## src/rtl/remote_comm_pkg.sv

```systemverilog
// Shared types and constants for the host-side knight's-tour command link.
package remote_comm_pkg;

    typedef enum logic [1:0] {
        IDLE,
        TX_HI,
        TX_LO,
        WAIT_RESP
    } rc_state_t;

    // Robot's positive-acknowledge response byte.
    localparam logic [7:0] RESP_ACK = 8'hA5;

endpackage

```

## src/rtl/remote_comm_uart.sv

```systemverilog
// 8N1 UART transmitter plus receiver. tx_done holds until the next trmt,
// and rx_rdy holds until clr_rx_rdy.
module UART #(
    parameter int unsigned BAUD_CYC = 2604
) (
    input  logic       clk,
    input  logic       rst,
    input  logic       trmt,
    input  logic [7:0] tx_data,
    output logic       TX,
    output logic       tx_done,
    input  logic       RX,
    input  logic       clr_rx_rdy,
    output logic       rx_rdy,
    output logic [7:0] rx_data
);

    localparam int unsigned BW = $clog2(BAUD_CYC);
    localparam logic [BW-1:0] BAUD_LAST = BW'(BAUD_CYC - 1);
    localparam logic [BW-1:0] BAUD_HALF = BW'(BAUD_CYC / 2 - 1);

    logic [8:0]    tx_shift_q, tx_shift_d;
    logic [3:0]    tx_bit_q, tx_bit_d;
    logic [BW-1:0] tx_baud_q, tx_baud_d;
    logic          tx_busy_q, tx_busy_d;
    logic          tx_done_q, tx_done_d;

    logic          rx_s1_q, rx_s1_d, rx_s2_q, rx_s2_d;
    logic          rx_busy_q, rx_busy_d;
    logic [3:0]    rx_bit_q, rx_bit_d;
    logic [BW-1:0] rx_baud_q, rx_baud_d;
    logic [7:0]    rx_shift_q, rx_shift_d;
    logic          rx_rdy_q, rx_rdy_d;
    logic [7:0]    rx_data_q, rx_data_d;

    // Transmit: start bit sits in shift[0]; ones shift in behind so the line ends high.
    always_comb begin
        tx_shift_d = tx_shift_q;
        tx_bit_d   = tx_bit_q;
        tx_baud_d  = tx_baud_q;
        tx_busy_d  = tx_busy_q;
        tx_done_d  = tx_done_q;
        if (trmt) begin
            tx_shift_d = {tx_data, 1'b0};
            tx_bit_d   = '0;
            tx_baud_d  = '0;
            tx_busy_d  = 1'b1;
            tx_done_d  = 1'b0;
        end else if (tx_busy_q) begin
            if (tx_baud_q == BAUD_LAST) begin
                tx_baud_d  = '0;
                tx_shift_d = {1'b1, tx_shift_q[8:1]};
                if (tx_bit_q == 4'd9) begin
                    tx_busy_d = 1'b0;
                    tx_done_d = 1'b1;
                end else begin
                    tx_bit_d = tx_bit_q + 4'd1;
                end
            end else begin
                tx_baud_d = tx_baud_q + 1'b1;
            end
        end
    end

    // Receive: sample mid-bit; a start bit that is high again at mid-point is discarded.
    always_comb begin
        rx_s1_d    = RX;
        rx_s2_d    = rx_s1_q;
        rx_busy_d  = rx_busy_q;
        rx_bit_d   = rx_bit_q;
        rx_baud_d  = rx_baud_q;
        rx_shift_d = rx_shift_q;
        rx_rdy_d   = rx_rdy_q;
        rx_data_d  = rx_data_q;
        if (clr_rx_rdy) rx_rdy_d = 1'b0;
        if (!rx_busy_q) begin
            if (!rx_s2_q) begin
                rx_busy_d = 1'b1;
                rx_bit_d  = '0;
                rx_baud_d = BAUD_HALF;
            end
        end else if (rx_baud_q == '0) begin
            rx_baud_d = BAUD_LAST;
            rx_bit_d  = rx_bit_q + 4'd1;
            if (rx_bit_q == 4'd0) begin
                if (rx_s2_q) rx_busy_d = 1'b0;
            end else if (rx_bit_q == 4'd9) begin
                rx_busy_d = 1'b0;
                if (rx_s2_q) begin
                    rx_rdy_d  = 1'b1;
                    rx_data_d = rx_shift_q;
                end
            end else begin
                rx_shift_d = {rx_s2_q, rx_shift_q[7:1]};
            end
        end else begin
            rx_baud_d = rx_baud_q - 1'b1;
        end
    end

    always_ff @(posedge clk or posedge rst) begin
        if (rst) begin
            tx_shift_q <= '1;
            tx_bit_q   <= '0;
            tx_baud_q  <= '0;
            tx_busy_q  <= 1'b0;
            tx_done_q  <= 1'b0;
            rx_s1_q    <= 1'b1;
            rx_s2_q    <= 1'b1;
            rx_busy_q  <= 1'b0;
            rx_bit_q   <= '0;
            rx_baud_q  <= '0;
            rx_shift_q <= '0;
            rx_rdy_q   <= 1'b0;
            rx_data_q  <= '0;
        end else begin
            tx_shift_q <= tx_shift_d;
            tx_bit_q   <= tx_bit_d;
            tx_baud_q  <= tx_baud_d;
            tx_busy_q  <= tx_busy_d;
            tx_done_q  <= tx_done_d;
            rx_s1_q    <= rx_s1_d;
            rx_s2_q    <= rx_s2_d;
            rx_busy_q  <= rx_busy_d;
            rx_bit_q   <= rx_bit_d;
            rx_baud_q  <= rx_baud_d;
            rx_shift_q <= rx_shift_d;
            rx_rdy_q   <= rx_rdy_d;
            rx_data_q  <= rx_data_d;
        end
    end

    assign TX      = tx_shift_q[0];
    assign tx_done = tx_done_q;
    assign rx_rdy  = rx_rdy_q;
    assign rx_data = rx_data_q;

endmodule

```

## src/rtl/remote_comm.sv

```systemverilog
// Host-side command transmitter: sends a 16-bit command as two UART frames
// (high byte first) and waits, with a timeout, for a one-byte response.
module remote_comm
    import remote_comm_pkg::*;
#(
    parameter int unsigned TIMEOUT_CYC = 1_000_000,
    parameter int unsigned BAUD_CYC    = 2604
) (
    input  logic        clk,
    input  logic        rst,
    input  logic        snd_cmd,
    input  logic [15:0] cmd,
    input  logic        clr_resp_rdy,
    input  logic        RX,
    output logic        TX,
    output logic        cmd_snt,
    output logic [7:0]  resp,
    output logic        resp_rdy,
    output logic        busy,
    output logic        timeout
);

    localparam int unsigned CNT_W = $clog2(TIMEOUT_CYC);
    localparam logic [CNT_W-1:0] CNT_LAST = CNT_W'(TIMEOUT_CYC - 1);

    rc_state_t        state_q, state_d;
    logic [15:0]      cmd_q, cmd_d;
    logic [7:0]       resp_q, resp_d;
    logic             resp_rdy_q, resp_rdy_d;
    logic             cmd_snt_q, cmd_snt_d;
    logic             timeout_q, timeout_d;
    logic             trmt_q, trmt_d;
    logic [CNT_W-1:0] cnt_q, cnt_d;

    logic [7:0] tx_data;
    logic       tx_done;
    logic       rx_rdy;
    logic [7:0] rx_data;
    logic       clr_rx_rdy;

    UART #(.BAUD_CYC(BAUD_CYC)) u_uart (
        .clk       (clk),
        .rst       (rst),
        .trmt      (trmt_q),
        .tx_data   (tx_data),
        .TX        (TX),
        .tx_done   (tx_done),
        .RX        (RX),
        .clr_rx_rdy(clr_rx_rdy),
        .rx_rdy    (rx_rdy),
        .rx_data   (rx_data)
    );

    assign tx_data = (state_q == TX_LO) ? cmd_q[7:0] : cmd_q[15:8];
    // Every received byte is consumed at once; outside WAIT_RESP it is simply dropped.
    assign clr_rx_rdy = rx_rdy;

    // trmt_q marks the first cycle of TX_HI/TX_LO, when a stale tx_done must be ignored.
    always_comb begin
        state_d    = state_q;
        cmd_d      = cmd_q;
        resp_d     = resp_q;
        resp_rdy_d = resp_rdy_q;
        cmd_snt_d  = cmd_snt_q;
        timeout_d  = timeout_q;
        trmt_d     = 1'b0;
        cnt_d      = cnt_q;
        if (clr_resp_rdy) resp_rdy_d = 1'b0;
        case (state_q)
            IDLE: begin
                if (snd_cmd) begin
                    cmd_d      = cmd;
                    cmd_snt_d  = 1'b0;
                    resp_rdy_d = 1'b0;
                    timeout_d  = 1'b0;
                    trmt_d     = 1'b1;
                    state_d    = TX_HI;
                end
            end
            TX_HI: begin
                if (tx_done && !trmt_q) begin
                    trmt_d  = 1'b1;
                    state_d = TX_LO;
                end
            end
            TX_LO: begin
                if (tx_done && !trmt_q) begin
                    cmd_snt_d = 1'b1;
                    cnt_d     = '0;
                    state_d   = WAIT_RESP;
                end
            end
            WAIT_RESP: begin
                if (rx_rdy) begin
                    resp_d     = rx_data;
                    resp_rdy_d = 1'b1;
                    state_d    = IDLE;
                end else if (cnt_q == CNT_LAST) begin
                    timeout_d = 1'b1;
                    state_d   = IDLE;
                end else if (cnt_q != '1) begin
                    cnt_d = cnt_q + 1'b1;
                end
            end
            default: state_d = IDLE;
        endcase
    end

    always_ff @(posedge clk or posedge rst) begin
        if (rst) begin
            state_q    <= IDLE;
            cmd_q      <= '0;
            resp_q     <= '0;
            resp_rdy_q <= 1'b0;
            cmd_snt_q  <= 1'b0;
            timeout_q  <= 1'b0;
            trmt_q     <= 1'b0;
            cnt_q      <= '0;
        end else begin
            state_q    <= state_d;
            cmd_q      <= cmd_d;
            resp_q     <= resp_d;
            resp_rdy_q <= resp_rdy_d;
            cmd_snt_q  <= cmd_snt_d;
            timeout_q  <= timeout_d;
            trmt_q     <= trmt_d;
            cnt_q      <= cnt_d;
        end
    end

    assign cmd_snt  = cmd_snt_q;
    assign resp     = resp_q;
    assign resp_rdy = resp_rdy_q;
    assign timeout  = timeout_q;
    assign busy     = (state_q != IDLE);

endmodule
```

## config.mk

```make
export PLATFORM = sky130hd
export DESIGN_NAME = remote_comm
export DESIGN_NICKNAME = d
export VERILOG_FILES = /design/src/rtl/remote_comm_pkg.sv /design/src/rtl/remote_comm_uart.sv /design/src/rtl/remote_comm.sv
export SDC_FILE = /design/constraint.sdc
export NUM_CORES = 1
export LEC_CHECK = 0
export BUFFER_PORTS_ARGS = -buffer_cell sky130_fd_sc_hd__buf_2
export CORE_AREA = 5 5 157 84
export CTS_CLUSTER_DIAMETER = 40
export DETAILED_ROUTE_END_ITERATION = 6
export DIE_AREA = 0 0 162 89
export PLACE_DENSITY_LB_ADDON = 0.12
export RECOVER_POWER = 100
export SYNTH_ARGS = -nofsm -noshare
export SYNTH_HDL_FRONTEND = slang
export SYNTH_SLANG_ARGS = --single-unit
```

## constraint.sdc

```tcl
create_clock -name clk -period 3.7 [get_ports clk]
set_input_delay 0.185 -clock clk [delete_from_list [all_inputs] [get_ports clk]]
set_output_delay 0.185 -clock clk [all_outputs]
set_load 0.05 [all_outputs]
```

* Word-level counts from Yosys, hierarchy flattened
Cells that the tools add are included.
** Operators by class
- Add/sub/neg operators :: 5
- Reductions and logical operators :: 24
- Bitwise operators :: 2
- Shift-type cells :: 0
- Mux-type cells :: 59
- Multiply operators :: 0
- Div/mod/pow operators :: 0
- Equal/unequal tests :: 19
- Magnitude comparators :: 0
** Operators with widths (count)
- 2-to-1 mux 20 bit :: 4
- 2-to-1 mux 12 bit :: 6
- one-hot mux 20 bit (2 select lines) :: 1
- 2-to-1 mux 4 bit :: 7
- 2-to-1 mux 1 bit :: 27
- 2-to-1 mux 9 bit :: 3
- adder 20 x 1 -> 20 bit (second input constant) :: 1
- equality test 20 bit (second input constant) :: 1
- != test 20 bit (second input constant) :: 1
- != test 2 bit (second input constant) :: 9
- nonzero test 2 bit :: 7
- adder 12 x 1 -> 12 bit (second input constant) :: 1
- equality test 12 bit (second input constant) :: 1
- zero test 12 bit :: 1
- AND reduction 4 bit :: 3
- subtractor 12 x 1 -> 12 bit (second input constant) :: 1
- 2-to-1 mux 2 bit :: 5
- AND reduction 5 bit :: 2
- AND reduction 3 bit :: 3
- adder 4 x 1 -> 4 bit (second input constant) :: 2
- equality test 4 bit (second input constant) :: 2
- 2-to-1 mux 8 bit :: 1
- one-hot mux 1 bit (2 select lines) :: 4
- one-hot mux 2 bit (4 select lines) :: 1
- other kinds (10) :: 15
** Word-level totals
- Memory bits (read-only) :: 0
- Bits of input ports :: 21
- Output and inout bits :: 13
- Latch bits :: 0
- Bits in registers :: 113
- Logic and storage cells :: 130
- Memories :: 0
- Bits in writable memories :: 0

* Longest topological paths before layout
- Depth in word-level cells :: 5
- Gate-level depth with buffers :: 8
- Depth with buffers taken out :: 7

* Hierarchy
Synthesis repeated with hierarchy kept, for this count alone.
** Second synthesis, totals
- Cell total of the unflattened synthesis :: 529
- Area total of the unflattened synthesis :: 5798.1 µm²
** By module, submodules not included
- UART :: cells an instance 286, times used 1, sequential area each 1590.3 µm², area an instance 3124.2 µm²
- remote_comm :: cells an instance 243, times used 1, sequential area each 1251.2 µm², area an instance 2673.8 µm²

* Worst setup path before layout
Ideal clock, no wire load.
- Path type :: register to register
- Start :: register state_q[0]
- End :: register cnt_q[14]
- Buffers on the path :: 1
- Data required time :: 3.630 ns
- Period minus slack after synthesis :: 2.077 ns
- Stages on the path, launching flop included :: 8
- Arrival time :: 2.008 ns
- Library setup time :: 0.070 ns
- Setup slack :: 1.623 ns
- Path through :: dfrtp_1 > ha_1 > and2_1 > clkbuf_1 > a211oi_1 > nand3b_1 > or4_1 > nand3_1
** On the way
- Word-level cells in the longest chain between the ends :: 3
- Elaborated cells between the ends (all ways) :: 9
- Those cells by class :: eq/ne: 6; mux: 1; reduce/logical: 2
** Ends and longest elaborated chain
- from (decl) :: RTL line remote_comm.sv:26 : rc_state_t state_q, state_d;
- from (signal assigned) :: RTL line remote_comm.sv:120 : state_q <= state_d;
- equality test 2 bit :: RTL line remote_comm.sv:69 : case (state_q)
- != test 2 bit (no source line) (tied with other cells)
- AND reduction 5 bit (no source line)
- to (signal assigned) :: RTL line remote_comm.sv:127 : cnt_q <= cnt_d;
- to (decl) :: RTL line remote_comm.sv:33 : logic [CNT_W-1:0] cnt_q, cnt_d;
Several ways; a longest one is shown, not always the timed one.
A chain may end at the register's enable or synchronous reset.

* Final worst setup path
- Start :: register cnt_q[15]
- End :: register cnt_q[11]
** On the way
- Word-level cells in the longest chain between the ends :: 3
- Elaborated cells between the ends (all ways) :: 5
- Those cells by class :: eq/ne: 4; reduce/logical: 1
** Ends and longest elaborated chain (RTL line)
- != test 20 bit / equality test 20 bit (equally long branches) :: remote_comm.sv:101, remote_comm.sv:98
- != test 2 bit (no source line)
- AND reduction 5 bit (no source line) *
Every way passes the cells marked *; elsewhere a longest branch is shown, timed or not.

==> flow_summary.ini <==
[drt]
drc_errors = 0
detail_route.wl_per_cell_um = 17.18
post_drt_via_cell_ratio = 5.752
firstDrtPassIters = 5
wirelength_mm = 12.33
num_vias = 4130
antenna_violating_nets_post_route = 0
initialDrtViolationCount = 324

[synthesis]
synth_top_flop_cell = sky130_fd_sc_hd__dfrtp_1
synth.avg_cell_area_um2 = 10.88
yosys_warnings = 0
synth.top_cells.by_area = sky130_fd_sc_hd__dfrtp_1 45%, sky130_fd_sc_hd__mux2_2 9.0%, sky130_fd_sc_hd__dfstp_2 5.1%
synthDistinctLibCells = 58
synthTopCellsByCount = 102 x sky130_fd_sc_hd__dfrtp_1, 45 x sky130_fd_sc_hd__mux2_2, 40 x sky130_fd_sc_hd__nand2_1, 34 x sky130_fd_sc_hd__nor2_1, 22 x sky130_fd_sc_hd__a21oi_1
synth_async_sr_flop_share = 1.000
synth.net_count = 552
yosysMostFrequentCell = sky130_fd_sc_hd__dfrtp_1
number_of_enable_type_register_cells_in_the_synthesized_netlist = 0
post_synthesis_cell_area_um2 = 5637
largest_area_contributor_in_the_synthesized_netlist = sky130_fd_sc_hd__dfrtp_1
synth_top_area_share = 0.4528
post_synth_inst_count = 518
synth-seq-area-share = 0.5041
synth.ff_latch_count = 113

[worst_setup_path]
timing.critical_path.from_type = register
worstPathArrival_ns = 3.43
crit_path_cell_trace = or4_1, nor4_1, o21a_1, a21o_1, a22o_1
worstPathMaxFanout = 16
critical_path.max_stage_delay_ns = 0.72
timing_worst_setup_path_type = reg -> reg
critPathRequiredTime_ns = 4.05
slowest_stage = sky130_fd_sc_hd__nor4_1
worstSetupEndpointType = register

[clocking]
cts_root_buffer = sky130_fd_sc_hd__clkbuf_16
max-clock-path-buffers = 2
worst_skew_pair.late_latency_ns = 0.41
numCtsBuffers = 17
post_cts_resized = 0
ctsHtreeMaxLevel = 4
cts.clk_slew.worst_paths_ns = 0.06
clock_sink_count = 113
cts_tree = done

[power]
max-vdd-ir-drop_uv = 250.2
power_density_nw_per_um2 = 445.1
power_leakage_nw = 2.883

[grt]
antenna_found_initial = 0
global_route.overflow_total = 0
grt_util_met3 = 0.04836
globalRoute.busiestLayer = met1
grt_util_met2 = 0.2623
grt_max_degree = 60
grt_pass1_wl_mm = 21.11
groute.layer.met1.usage = 0.2779
grt_pass1_vias = 4103
grt_use_total = 0.1845

[floorplanning]
rows = 28
coreArea_um2 = 11560
pin_count = 34
initial_core_utilization = 0.4876
floorplan.die.width_um = 162
design.die.area_um2 = 14420
die_h_um = 89

[sta]
slew_headroom = -0.5309
final_period_minus_worst_setup_slack_ns = 3.084
rsz0062_at_grt = no
slew_viol_final = 60
max_slew.worst_pin.slew_ns = 2.294
min_period_over_period = 0.8335
final.setup_skew_ns = 0.01041
finalHoldViolations = 0
setup_tns_ns = 0
fmaxAchievable_mhz = 324.3
setup_viol_count_final = 0

[finish]
finalNetCount = 589
drive_gt1_frac = 0.2025
area_growth_syn_to_layout_pct = 14.61
num_antenna_cells = 0
area_of_all_placed_cells_without_fillers_um2 = 6460

[place]
port_buffers = 33
detailedPlacementHpwl_mm = 8.135
dpl_cell_area_um2 = 5914
gpl.final_weighted_congestion = 0.7945

[run]
timing.max_cap.violations = 1

[run_status]
status = finished, violations left
violations_in_the_final_reports = max-capacitance violations, max-slew violations

[min_path]
hp-class = in -> reg
[report_power, final]
group | internal (mW) | switching, mW | total, mW
Combinational | 0.0123 | 0.0292 | 0.0414
Clock | 0.944 | 0.650 | 1.59
Sequential | 1.24 | 0.000826 | 1.24
[through the flow]
| stage | hold WS, ns | worst slack, ns | power (mW) | utilization | std cells |
|---|---|---|---|---|---|
| 3_5_place_dp | 0.2919 | 0.9711 | 1.302 | 0.5116 | 682 |
| 2_1_floorplan | 0.1895 | 0.5458 | 1.281 | - | 518 |
| 4_1_cts | 0.0001514 | 0.9099 | 2.906 | 0.5647 | 718 |
| 3_3_place_gp | 0.2920 | 1.082 | 1.301 | 0.5116 | 682 |
| 5_1_grt | 0.003601 | 0.4034 | 2.976 | 0.5588 | 718 |
| 6_report | 0.01705 | 0.6162 | 2.875 | 0.5588 | 718 |
[area by class of cell]
cell class                 instances  area, µm²
fill                             987       5101
tap                              150      187.7
sequential                       113       2841
clock inverter                    15      148.9
clock buffer                      17      425.4
inverter                          18      67.56
multi-input combinational        364       2570
timing repair buffer              41      219.0
[metal layers]
metal	up-vias	wire, µm
li1	1972	-
met1	2052	6512
met2	98	5155
met3	8	590
met4	0	76
met5	-	0
[worst paths after layout]
kind / start / to / slack [ns] / cells after the start
max in group asynchronous: rst / u_uart.rx_s1_q / 1.15 / 4
min in group asynchronous: rst / u_uart.rx_busy_q / 1.11 / 3
min: cmd[1] / cmd_q[1] / 0.02 / 2
min reg2reg: u_uart.rx_s1_q / u_uart.rx_s2_q / 0.36 / 0
max: cnt_q[15] / cnt_q[11] / 0.62 / 5
max reg2reg: cnt_q[15] / cnt_q[11] / 0.62 / 5
[cell families after synthesis]
family,share of synthesized area
muxes,0.1150
DFF,0.5041
xor gates and xnor gates,0.01865
buffers and inverters,0.03108
and+or+nand+nor,0.1816
adders and majority gates,0.02886
AOI/OAI and AO/OA,0.1208
[worst max-delay path: cells and delay by family (launching register included)]
family / cells / cell delay (ns)
flip-flops: 1 / 0.44
AND/OR/NAND/NOR: 2 / 1.28
AO/OA/AOI/OAI: 3 / 1.30
[flip-flops by register name, indices dropped and copies added (netlist names), 2 cells and up]
name	flops
u_uart.rx_data	8
u_uart.rx_shift_q	8
u_uart.tx_baud_q	12
resp	8
u_uart.rx_baud_q	12
u_uart.tx_bit_q	4
u_uart.rx_bit_q	4
u_uart.tx_shift_q	9
state_q	2
cnt_q	20
cmd_q	16
[layout by cell type, fill, tap and decap left out, types with 17 or more instances in the layout]
cell type / instances
sky130_fd_sc_hd__a21oi_1: 22
sky130_fd_sc_hd__buf_2: 20
sky130_fd_sc_hd__clkbuf_16: 17
sky130_fd_sc_hd__dfrtp_1: 102
sky130_fd_sc_hd__inv_1: 18
sky130_fd_sc_hd__mux2_2: 45
sky130_fd_sc_hd__nand2_1: 40
sky130_fd_sc_hd__nand3_1: 21
sky130_fd_sc_hd__nor2_1: 35
[timing repair]
action                                 4_1_cts  5_1_grt
setup buffers                                0        0
hold buffers                                 4        0
endpoints found under the hold margin       55        0
Note: power is estimated with default switching activity, not from simulation.
